File: src/rtl/out_arbiter_if.sv
// FIFO-side and output-side handshake bundle for the two-source output arbiter.
// The master modport is the arbiter; the slave modport is the FIFOs plus the downstream sink.
interface out_arbiter_if;
    localparam int unsigned DW = 6;

    logic          empty_D0;
    logic          empty_D1;
    logic [DW-1:0] data_D0;
    logic [DW-1:0] data_D1;
    logic          pop_D0;
    logic          pop_D1;
    logic          ready_out;
    logic          valid_out;
    logic [DW-1:0] data_out;
    logic          dest_out;

    modport master (
        input  empty_D0, empty_D1, data_D0, data_D1, ready_out,
        output pop_D0, pop_D1, valid_out, data_out, dest_out
    );

    modport slave (
        output empty_D0, empty_D1, data_D0, data_D1, ready_out,
        input  pop_D0, pop_D1, valid_out, data_out, dest_out
    );
endinterface

File: src/rtl/out_arbiter.sv
// Round-robin merge of two 6-bit FIFOs into a 3-entry output buffer.
// Pops are throttled so that buffered plus in-flight words never exceed the buffer depth.
module out_arbiter (
    input  logic               clk,
    input  logic               reset_L,
    input  logic               init,
    out_arbiter_if.master      bus,
    output logic [4:0]         count_D0,
    output logic [4:0]         count_D1,
    output logic               idle_out
);
    localparam int unsigned DW    = 6;
    localparam int unsigned CW    = 5;
    localparam int unsigned DEPTH = 3;
    localparam int unsigned OW    = 2;
    localparam logic [CW-1:0] CNT_MAX = '1;

    // Entry layout: {source, data}; entries at or beyond occupancy are kept at zero.
    logic [DW:0]   buf_q [DEPTH];
    logic [DW:0]   buf_d [DEPTH];
    logic [OW-1:0] occ_q, occ_d;
    logic          valid_q, valid_d;
    logic          infl_q, infl_d;
    logic          infl_src_q, infl_src_d;
    logic          rr_q, rr_d;
    logic [CW-1:0] cnt0_q, cnt0_d;
    logic [CW-1:0] cnt1_q, cnt1_d;

    logic          can_pop_c;
    logic          pop0_c, pop1_c;
    logic          xfer_c;
    logic [OW-1:0] wr_idx_c;
    logic [DW-1:0] cap_data_c;

    // Pop issue and round-robin pointer update.
    always_comb begin
        pop0_c    = 1'b0;
        pop1_c    = 1'b0;
        rr_d      = rr_q;
        can_pop_c = reset_L && !init && ((3'(occ_q) + 3'(infl_q)) <= 3'd2);
        if (can_pop_c) begin
            if (!bus.empty_D0 && !bus.empty_D1) begin
                pop0_c = !rr_q;
                pop1_c = rr_q;
                rr_d   = !rr_q;
            end else if (!bus.empty_D0) begin
                pop0_c = 1'b1;
                rr_d   = 1'b1;
            end else if (!bus.empty_D1) begin
                pop1_c = 1'b1;
                rr_d   = 1'b0;
            end
        end
    end

    // Buffer shift on transfer, tail write on capture, delivery counters.
    always_comb begin
        buf_d      = buf_q;
        xfer_c     = valid_q && bus.ready_out;
        cap_data_c = infl_src_q ? bus.data_D1 : bus.data_D0;
        wr_idx_c   = occ_q - OW'(xfer_c);
        if (xfer_c) begin
            buf_d[0] = buf_q[1];
            buf_d[1] = buf_q[2];
            buf_d[2] = '0;
        end
        if (infl_q) begin
            buf_d[wr_idx_c] = {infl_src_q, cap_data_c};
        end
        occ_d      = occ_q + OW'(infl_q) - OW'(xfer_c);
        valid_d    = (occ_d != '0);
        infl_d     = pop0_c || pop1_c;
        infl_src_d = pop1_c;

        cnt0_d = cnt0_q;
        cnt1_d = cnt1_q;
        if (init) begin
            cnt0_d = '0;
            cnt1_d = '0;
        end else if (xfer_c) begin
            if (!buf_q[0][DW] && cnt0_q != CNT_MAX) cnt0_d = cnt0_q + CW'(1);
            if ( buf_q[0][DW] && cnt1_q != CNT_MAX) cnt1_d = cnt1_q + CW'(1);
        end
    end

    always_ff @(posedge clk) begin
        if (!reset_L) begin
            for (int i = 0; i < int'(DEPTH); i++) buf_q[i] <= '0;
            occ_q      <= '0;
            valid_q    <= 1'b0;
            infl_q     <= 1'b0;
            infl_src_q <= 1'b0;
            rr_q       <= 1'b0;
            cnt0_q     <= '0;
            cnt1_q     <= '0;
        end else begin
            for (int i = 0; i < int'(DEPTH); i++) buf_q[i] <= buf_d[i];
            occ_q      <= occ_d;
            valid_q    <= valid_d;
            infl_q     <= infl_d;
            infl_src_q <= infl_src_d;
            rr_q       <= rr_d;
            cnt0_q     <= cnt0_d;
            cnt1_q     <= cnt1_d;
        end
    end

    assign bus.pop_D0    = pop0_c;
    assign bus.pop_D1    = pop1_c;
    assign bus.valid_out = valid_q;
    assign bus.data_out  = buf_q[0][DW-1:0];
    assign bus.dest_out  = buf_q[0][DW];
    assign count_D0      = cnt0_q;
    assign count_D1      = cnt1_q;
    assign idle_out      = (occ_q == '0) && !infl_q && bus.empty_D0 && bus.empty_D1;
endmodule

File: src/flat_wrapper.sv
// flat-port wrapper written by rule: the top's interface ports become plain ports
module out_arbiter_flat 
  (clk, reset_L, init, count_D0, count_D1, idle_out, bus_empty_D0, bus_empty_D1, bus_data_D0, bus_data_D1, bus_ready_out, bus_pop_D0, bus_pop_D1, bus_valid_out, bus_data_out, bus_dest_out);
  out_arbiter_if bus_i ();
  input  logic clk;
  input  logic reset_L;
  input  logic init;
  output logic [4:0] count_D0;
  output logic [4:0] count_D1;
  output logic idle_out;
  input wire logic [$bits(bus_i.empty_D0)-1:0] bus_empty_D0;
  input wire logic [$bits(bus_i.empty_D1)-1:0] bus_empty_D1;
  input wire logic [$bits(bus_i.data_D0)-1:0] bus_data_D0;
  input wire logic [$bits(bus_i.data_D1)-1:0] bus_data_D1;
  input wire logic [$bits(bus_i.ready_out)-1:0] bus_ready_out;
  output wire logic [$bits(bus_i.pop_D0)-1:0] bus_pop_D0;
  output wire logic [$bits(bus_i.pop_D1)-1:0] bus_pop_D1;
  output wire logic [$bits(bus_i.valid_out)-1:0] bus_valid_out;
  output wire logic [$bits(bus_i.data_out)-1:0] bus_data_out;
  output wire logic [$bits(bus_i.dest_out)-1:0] bus_dest_out;
  assign bus_i.empty_D0 = bus_empty_D0;
  assign bus_i.empty_D1 = bus_empty_D1;
  assign bus_i.data_D0 = bus_data_D0;
  assign bus_i.data_D1 = bus_data_D1;
  assign bus_i.ready_out = bus_ready_out;
  assign bus_pop_D0 = bus_i.pop_D0;
  assign bus_pop_D1 = bus_i.pop_D1;
  assign bus_valid_out = bus_i.valid_out;
  assign bus_data_out = bus_i.data_out;
  assign bus_dest_out = bus_i.dest_out;
  out_arbiter u_core (.clk(clk), .reset_L(reset_L), .init(init), .bus(bus_i), .count_D0(count_D0), .count_D1(count_D1), .idle_out(idle_out));
endmodule
File: config.mk
export PLATFORM = sky130hd
export DESIGN_NAME = out_arbiter_flat
export DESIGN_NICKNAME = d
export VERILOG_FILES = /design/src/rtl/out_arbiter_if.sv /design/src/rtl/out_arbiter.sv /design/src/flat_wrapper.sv
export SDC_FILE = /design/constraint.sdc
export NUM_CORES = 1
export LEC_CHECK = 0
export BUFFER_PORTS_ARGS = -buffer_cell sky130_fd_sc_hd__buf_2
export CAP_MARGIN = 40
export CORE_MARGIN = 1.5
export CORE_UTILIZATION = 30
export DETAILED_ROUTE_END_ITERATION = 12
export HOLD_SLACK_MARGIN = 0.06
export PLACE_DENSITY_LB_ADDON = 0.1
export SETUP_SLACK_MARGIN = 0.3
export SYNTH_ARGS = -nofsm -noshare
export SYNTH_HDL_FRONTEND = slang
export SYNTH_SLANG_ARGS = --single-unit
File: constraint.sdc
create_clock -name clk -period 6.6 [get_ports clk]
set_clock_uncertainty 0.1 [all_clocks]
set_input_delay 1.32 -clock clk [delete_from_list [all_inputs] [get_ports clk]]
set_output_delay 1.32 -clock clk [all_outputs]
set_load 0.02 [all_outputs]
==> flow_summary.ini, run 1 <==
[floorplan]
io_pins = 39
core_um2 = 5990
core.rowCount = 28
die_w_um = 82.4
die-height_um = 82.4
initial_utilization_pct = 31.5
die_area_um2 = 6780

[clock_network]
clock_sinks = 37
postCtsSetupRepairBufs = 0
cts_resized = 0
cts_buffers = 5
clk_latency_ps = 300
clockBufferDepth = 2
h-tree-depth = 2
cts_hold_buffers = 0
cts_tree = built
clk_pin_slew_ps = 70
root_buffer = clkbuf_8

[yosys]
synthArstFlopShare_pct = 0
syn_inst = 216
synthesis.area_um2 = 1890
syn_nets = 243
yosysTopAreaCell = dfxtp_1
ys_warn_count = 0
synthTopCellsByArea = dfxtp_1 (39%), nand3_1 (6.4%), ha_1 (6.0%)
synth_seq_area_share_pct = 39.2
ys.flop_type = dfxtp_1
yosys.cell_types.count = 39
netlist.area_leader.share_pct = 39.2
avgSynthCellArea_um2 = 8.75
synth_seq_cells = 37
synth_edf_count = 0

[placement]
place.gp.congestion = 0.762
preCtsSetupSlack_ps = 2860
io_buffers = 38
dp_hpwl_um = 2920

[cells_and_area]
seq_area_um2 = 741
areaGrowthSynthToFinish_pct = 13.8
drive_above_1_share_pct = 26.0
multi_input_area_um2 = 998
final.fill_count = 620
nNetsFinal = 269
n_antenna_cell = 0

[critical_path]
critPathMaxFanout = 8
crit_family = buffers and inverters
cp_data_required_time_ps = 5180
worstSetupPathType = input pin to output port
crit_path_top_delay_cell = nor2b_1
end_kind = output port
timing.critical_path.buf_inv = 2
cp_common_cell = buf_2
cpPeakStageDelay_ps = 230
crit_path_cell_trace = buf_2, nor2b_1, o21ai_0, a211oi_1, buf_2
arrival_ps = 2230
worst_setup_path_start_kind = input pin

[detailed_routing]
routed_wirelength_um = 4190
via_per_inst = 4.86
drcViolationCount = 0
first_pass_iters = 4
vias = 1542
ant_nets = 0
routedWlPerCell_um = 13.2
drt_iter0_drc = 86

[power]
p_leak_nw = 0.884
power_density_nw_per_um2 = 279
irDropWorstVdd_mv = 0.0861

[job]
max_cap_violations = 0

[timing]
rsz0062_at_grt = no
drv_slew = 0
slew_headroom_pct = 45.8
min_period_ps = 3650
worst_pin_slew_ps = 811
hold_viol_final = 0
fin_crit_sh_pct = 55.3
setup_ws_ps = 2950
fmax_mhz = 274
final-setup-viol-count = 0
fin_tns_setup_ps = 0

[run_status]
outcome = finished clean

[global_route]
grt_pass1_vias = 1351
antenna_found_initial = 0
grt_use_total_pct = 13.6
grt_max_degree = 23
overflow = 0
grt_pass1_wl_um = 6890

[worst_hold_path]
hp-class = flip-flop to flip-flop
[registers in the layout, summed over array words and instances (netlist names)]
name,count
u_core.infl_src_q,1
u_core.count_D0,5
u_core.buf_q,14
u_core.rr_q,1
u_core.infl_q,1
u_core.count_D1,5
u_core.bus.valid_out,1
u_core.bus.dest_out,1
u_core.occ_q,2
u_core.bus.data_out,6
[routing by layer]
layer | vias up | track usage [%] | share of wire [%]
met5 | - | 0 | 0
met4 | 0 | 5.08 | 1.4
met3 | 5 | 3.52 | 6.1
met2 | 37 | 18.4 | 40
met1 | 690 | 20.4 | 52
li1 | 810 | - | -
[placed cells by master, fill, tap and decap left out, types with 4 or more instances in the layout]
master / synthesis / routed
buf_2: 3 / 38
dfxtp_1: 37 / 37
nand2_1: 27 / 27
nand3_1: 24 / 24
nor2_1: 14 / 14
a21oi_1: 14 / 14
inv_1: 9 / 9
ha_1: 9 / 9
nor3_1: 7 / 7
a311oi_2: 7 / 7
a311oi_1: 7 / 7
mux2_2: 6 / 6
clkbuf_8: 0 / 6
o21ai_0: 5 / 5
or3_1: 4 / 4
[final cells by class]
type / instances / share of cell area, %
multi-input cells: 150 / 46.4
well taps: 75 / 4.36
clock buffers: 7 / 4.01
inverters: 9 / 1.57
flip-flops and latches: 37 / 34.4
repair buffers: 39 / 9.19
[power breakdown]
part           switching [W]  leakage (nW)  internal [W]
sequential         0.0000205         0.300      0.000248
combinational       0.000107         0.540     0.0000614
clock              0.0000805        0.0443     0.0000829
[Yosys cell counts (all sizes together), types with 4 or more instances]
library cell	n
inv	9
dfxtp	37
a311oi	14
nor2	14
clkbuf	6
nand3	24
nand2	27
o21ai	5
ha	9
or3	4
mux2	6
nor3	7
a21oi	14
buf	14
[worst reg2reg max path: stages, from the launching register on]
cell and delay (ps):
dfxtp_1 320, nand2_1 540, inv_1 100, ha_1 360
nand2b_1 270, or2_1 410, a311oi_2 240
[cell families (layout without fill, tap and decap cells)]
family	Yosys count	in the layout	synth area share (%)
buffers and inverters	29	55	7.95
AO/OA/AOI/OAI	38	38	16.1
adder cells (fa/ha/maj)	9	9	5.96
flip-flops	37	37	39.2
multiplexers	8	8	4.64
AND/OR/NAND/NOR	91	91	23.9
XOR/XNOR	4	4	2.25
[final timing paths]
kind                        start               end  slack, ps  cells past startpoint
max                       reset_L        bus_pop_D0       2950                      5
min               u_core.buf_q[4]   u_core.buf_q[4]        380                      2
max reg2reg  u_core.bus.valid_out  u_core.buf_q[13]       4180                      6
min reg2reg       u_core.buf_q[4]   u_core.buf_q[4]        380                      2
[through the flow]
stage	util [%]	instances	hold slack [ps]	cell area [um2]	power, W
finish	35.9	317	375	2150	0.000601
global route	35.9	317	400	2150	0.000647
CTS	35.9	317	377	2150	0.000611
detailed placement	34.5	310	364	2060	0.000445
global placement	34.5	310	368	2060	0.000445
floorplan	-	216	348	1890	0.000411
(Power assumes the default switching activity.)
==> run 2: changes to the inputs <==
==> constraint.sdc (replaced) <==
create_clock -name clk -period 3.35 [get_ports clk]
set_clock_uncertainty 0.1 [all_clocks]
set_input_delay 0.67 -clock clk [delete_from_list [all_inputs] [get_ports clk]]
set_output_delay 0.67 -clock clk [all_outputs]
set_load 0.02 [all_outputs]
==> run 2 against run 1 <==
  * Setup slack worse by 2400 ps
  * Clock-buffer cell count up 1
  * Flip-flop and latch count unchanged
  * Core utilization up 0.27 points
==> flow_summary.ini, run 2 (synthesized netlist as in run 1, its figures left out) <==
[run_status]
outcome = finished clean

[cells_and_area]
n_antenna_cell = 0
largest_register = u_core.buf_q
final_common_cell = buf_2
final_cell_mix = buf_2 (38), dfxtp_1 (37), nand2_1 (27)
fin_cells = 321
drive_above_1_share_pct = 26.4
areaGrowthSynthToFinish_pct = 14.7
final_area_um2 = 2170
largest_reg_flops = 14
nNetsFinal = 272

[job]
max_cap_violations = 0

[placement]
postPlaceCellArea_um2 = 2090
numPlacedInstances = 313
place.gp.congestion = 0.718
dp_hpwl_um = 2930
io_buffers = 38

[floorplan]
initial_utilization_pct = 31.5
core.rowCount = 28
die-height_um = 82.4
core_um2 = 5990
die_w_um = 82.4
io_pins = 39
die_area_um2 = 6780

[detailed_routing]
routed_wirelength_um = 4310
drt_iter0_drc = 111
via_per_inst = 4.93
drcViolationCount = 0
routedWlPerCell_um = 13.4
ant_nets = 0
vias = 1581
first_pass_iters = 4

[global_route]
grt_pass1_wl_um = 7070
grt_max_degree = 22
antenna_found_initial = 0
grt_use_total_pct = 14.0
overflow = 0
grt_pass1_vias = 1456

[power]
p_leak_nw = 0.894
irDropWorstVdd_mv = 0.159
power_density_nw_per_um2 = 547

[timing]
drv_slew = 0
hold_viol_final = 0
fmax_mhz = 352
fin_crit_sh_pct = 84.7
fin_tns_setup_ps = 0
rsz0062_at_grt = no
min_period_ps = 2840
slew_headroom_pct = 44.6
final-setup-viol-count = 0
worst_pin_slew_ps = 830

[worst_hold_path]
hp-class = flip-flop to flip-flop

[clock_network]
h-tree-depth = 2
postCtsSetupRepairBufs = 0
cts_hold_buffers = 0
clockBufferDepth = 2
clk_pin_slew_ps = 70
cts_tree = built
clk_latency_ps = 290
clock_sinks = 37
root_buffer = clkbuf_8
cts_resized = 0
cts_buffers = 5

[critical_path]
end_kind = output port
worst_setup_path_start_kind = flip-flop
critPathMaxFanout = 7
cp_data_required_time_ps = 2580
worstSetupPathType = flip-flop to output port
arrival_ps = 2070
run 2: path summary, 6_finish.rpt:
path | from | to | slack [ps] | cells after the start
max | u_core.infl_q | bus_pop_D0 | 510 | 7
min | u_core.buf_q[3] | u_core.buf_q[3] | 370 | 2
max reg2reg | u_core.bus.valid_out | u_core.buf_q[10] | 1360 | 6
min reg2reg | u_core.buf_q[3] | u_core.buf_q[3] | 370 | 2
run 2: stage by stage:
stage / power (W) / setup slack (ps) / hold WS [ps] / util (%)
floorplan: 0.000810 / 749 / 348 / -
global placement: 0.000902 / 872 / 356 / 34.8
detailed placement: 0.000896 / 830 / 361 / 34.8
CTS: 0.00121 / 482 / 372 / 36.2
global route: 0.00127 / 308 / 405 / 36.2
finish: 0.00118 / 512 / 371 / 36.2
run 2: power by group:
group / total [W] / internal (W) / switching [W]
sequential: 0.000528 / 0.000489 / 0.0000392
clock: 0.000304 / 0.000148 / 0.000156
combinational: 0.000353 / 0.000133 / 0.000220
run 2: per-layer routing:
| layer | global-route usage [%] | up-vias | share of wire [%] |
|---|---|---|---|
| met5 | 0 | - | 0 |
| met3 | 4.29 | 6 | 5.5 |
| met1 | 19.1 | 718 | 49 |
| met4 | 5.08 | 0 | 1.3 |
| li1 | - | 819 | - |
| met2 | 20.6 | 38 | 44 |
run 2: layout make-up:
type | instances | area (um2)
multi-input combinational | 150 | 998
timing repair buffer | 42 | 220
sequential | 37 | 741
inverter | 9 | 33.8
clock buffer | 8 | 80.1
tap | 75 | 93.8
fill | 626 | 3820
run 2: worst max-delay path: stages (launching register included):
cell and delay (ps):
dfxtp_1 440, ha_1 210, inv_1 50, ha_1 250, nor3b_1 290, o21ai_0 160
a211oi_1 180, buf_2 200
==> run 3: changes to the inputs <==
==> constraint.sdc (replaced) <==
create_clock -name clk -period 2.6 [get_ports clk]
set_clock_uncertainty 0.1 [all_clocks]
set_input_delay 0.52 -clock clk [delete_from_list [all_inputs] [get_ports clk]]
set_output_delay 0.52 -clock clk [all_outputs]
set_load 0.02 [all_outputs]
==> run 3 against run 2 <==
  * Setup slack got worse by 250 ps
  * Via count up 1.8%
  * First-iteration DRC count is 30% lower
  * Core utilization increased by 1.5 points
  * Hold slack worse by 45 ps
  * Critical path depth unchanged
  * Largest power group unchanged
==> flow_summary.ini, run 3 (synthesized netlist as in run 1, its figures left out) <==
[run_status]
outcome = finished clean

[timing]
fin_crit_sh_pct = 89.8
fin_tns_setup_ps = 0
slew_headroom_pct = 63.1
worst_pin_slew_ps = 551
timing.hold.ws_ps = 326
fmax_mhz = 429
drv_slew = 0
final-setup-viol-count = 0
min_period_ps = 2330
setup_ws_ps = 266
hold_viol_final = 0
rsz0062_at_grt = yes

[clock_network]
cts_tree = built
clock_sinks = 37
h-tree-depth = 2
root_buffer = clkbuf_8
cts_buffers = 5
cts_hold_buffers = 0
clk_latency_ps = 280
clk_pin_slew_ps = 70
clockBufferDepth = 2

[detailed_routing]
drt_iter0_drc = 78
drcViolationCount = 0
routedWlPerCell_um = 13.9
ant_nets = 0
via_per_inst = 4.97
first_pass_iters = 4
routed_wirelength_um = 4490
vias = 1610

[cells_and_area]
final_cell_mix = buf_2 (36), dfxtp_1 (34), nand2_1 (27)
final_common_cell = buf_2
utilization_pct = 37.7
drive_above_1_share_pct = 31.7
largest_register = u_core.buf_q
largest_reg_flops = 14
nNetsFinal = 276
areaGrowthSynthToFinish_pct = 19.6
final.fill_count = 627
n_antenna_cell = 0

[worst_hold_path]
hp-class = input pin to flip-flop
hold_depth = 2
hold_end = u_core.infl_q
worstHoldStart = bus_empty_D1

[global_route]
antenna_found_initial = 0
grt_use_total_pct = 14.5
grt_pass1_wl_um = 7310
overflow = 0
grt_max_degree = 22
grt_pass1_vias = 1528

[power]
power_w = 0.00160
power_frac_clock_pct = 25.4
p_sw_w = 0.000557
p_int_w = 0.00105
swShare_pct = 34.8
power_frac_comb_pct = 31.8
power_frac_seq_pct = 42.8
p_leak_nw = 0.921
power_density_nw_per_um2 = 709
irDropWorstVdd_mv = 0.312

[job]
max_cap_violations = 0

[critical_path]
rr_endpoint = u_core.buf_q[12]
cp_data_required_time_ps = 1980
reg2reg_depth = 6
critPathMaxFanout = 3
worstSetupPathType = flip-flop to output port
arrival_ps = 1710
end_kind = output port
regToRegStartpoint = u_core.occ_q[0]
worst_setup_path_start_kind = flip-flop
rrSetupSlack_ps = 640

[placement]
place.gp.congestion = 0.692
preCtsSetupSlack_ps = 205
io_buffers = 38
dp_hpwl_um = 3010

[floorplan]
core_um2 = 5990
die_w_um = 82.4
die-height_um = 82.4
initial_utilization_pct = 31.5
die_area_um2 = 6780
io_pins = 39
core.rowCount = 28
==> run 3: changes by cell type in the layout (fill, tap and decap cells not counted), sizes merged <==
cell	before	now
buf	42	46
clkbuf	8	7
==> run 3: layout make-up <==
class,instances,area (um2),share of cell area (%)
Clock buffer,7,86.3,3.82
Inverter,9,33.8,1.50
Multi-Input combinational cell,150,1040,46.2
Sequential cell,37,747,33.1
Tap cell,75,93.8,4.15
Timing Repair Buffer,46,255,11.3
==> run 3: per-layer routing <==
layer | up-vias | wire [um] | GRT usage, %
met1 | 737 | 2270 | 19.4
met5 | - | 0 | 0
met3 | 8 | 214 | 3.08
met4 | 0 | 76 | 6.27
met2 | 41 | 1920 | 22.3
li1 | 824 | - | -
==> run 3: worst max-delay path by stage <==
| stage | startpoint | end | slack, ps | cells past startpoint |
|---|---|---|---|---|
| 3_3_place_gp | u_core.infl_q | bus_pop_D0 | 260 | 7 |
| 4_1_cts | u_core.occ_q[0] | bus_pop_D1 | 250 | 7 |
| 3_5_place_dp | u_core.infl_q | bus_pop_D0 | 200 | 7 |
| 6_report | u_core.occ_q[0] | bus_pop_D1 | 270 | 7 |
| 5_1_grt | u_core.occ_q[0] | bus_pop_D0 | 170 | 7 |
| 2_1_floorplan | bus_ready_out | u_core.buf_q[13] | 320 | 10 |
==> run 3: power groups by stage <==
stage,Clock [W],Sequential (W),Combinational [W]
2_1_floorplan,0,0.000694,0.000357
3_3_place_gp,0,0.000697,0.000459
3_5_place_dp,0,0.000696,0.000459
4_1_cts,0.000423,0.000686,0.000517
5_1_grt,0.000443,0.000697,0.000574
6_report,0.000406,0.000686,0.000510
==> run 3: metrics by stage <==
stage | instances | cell area [um2]
after floorplan | 216 | 1910
after global placement | 314 | 2100
after detailed placement | 314 | 2100
after CTS | 324 | 2260
after global routing | 324 | 2260
final | 324 | 2260
==> run 3: repair_timing <==
action | 4_1_cts | 5_1_grt
setup endpoints to repair | 2 | 2
resized for setup | 14 | 0
buffers inserted | 3 | 0
cloned | 0 | 0
pin swaps | 4 | 0
hold endpoints to repair | 0 | 0
==> run 3: worst max-delay path: stages (launching register included) <==
cell	delay, ps
dfxtp_2	360
ha_4	140
inv_2	40
ha_4	240
nor3b_4	220
o211ai_1	160
nor2_1	130
buf_4	140
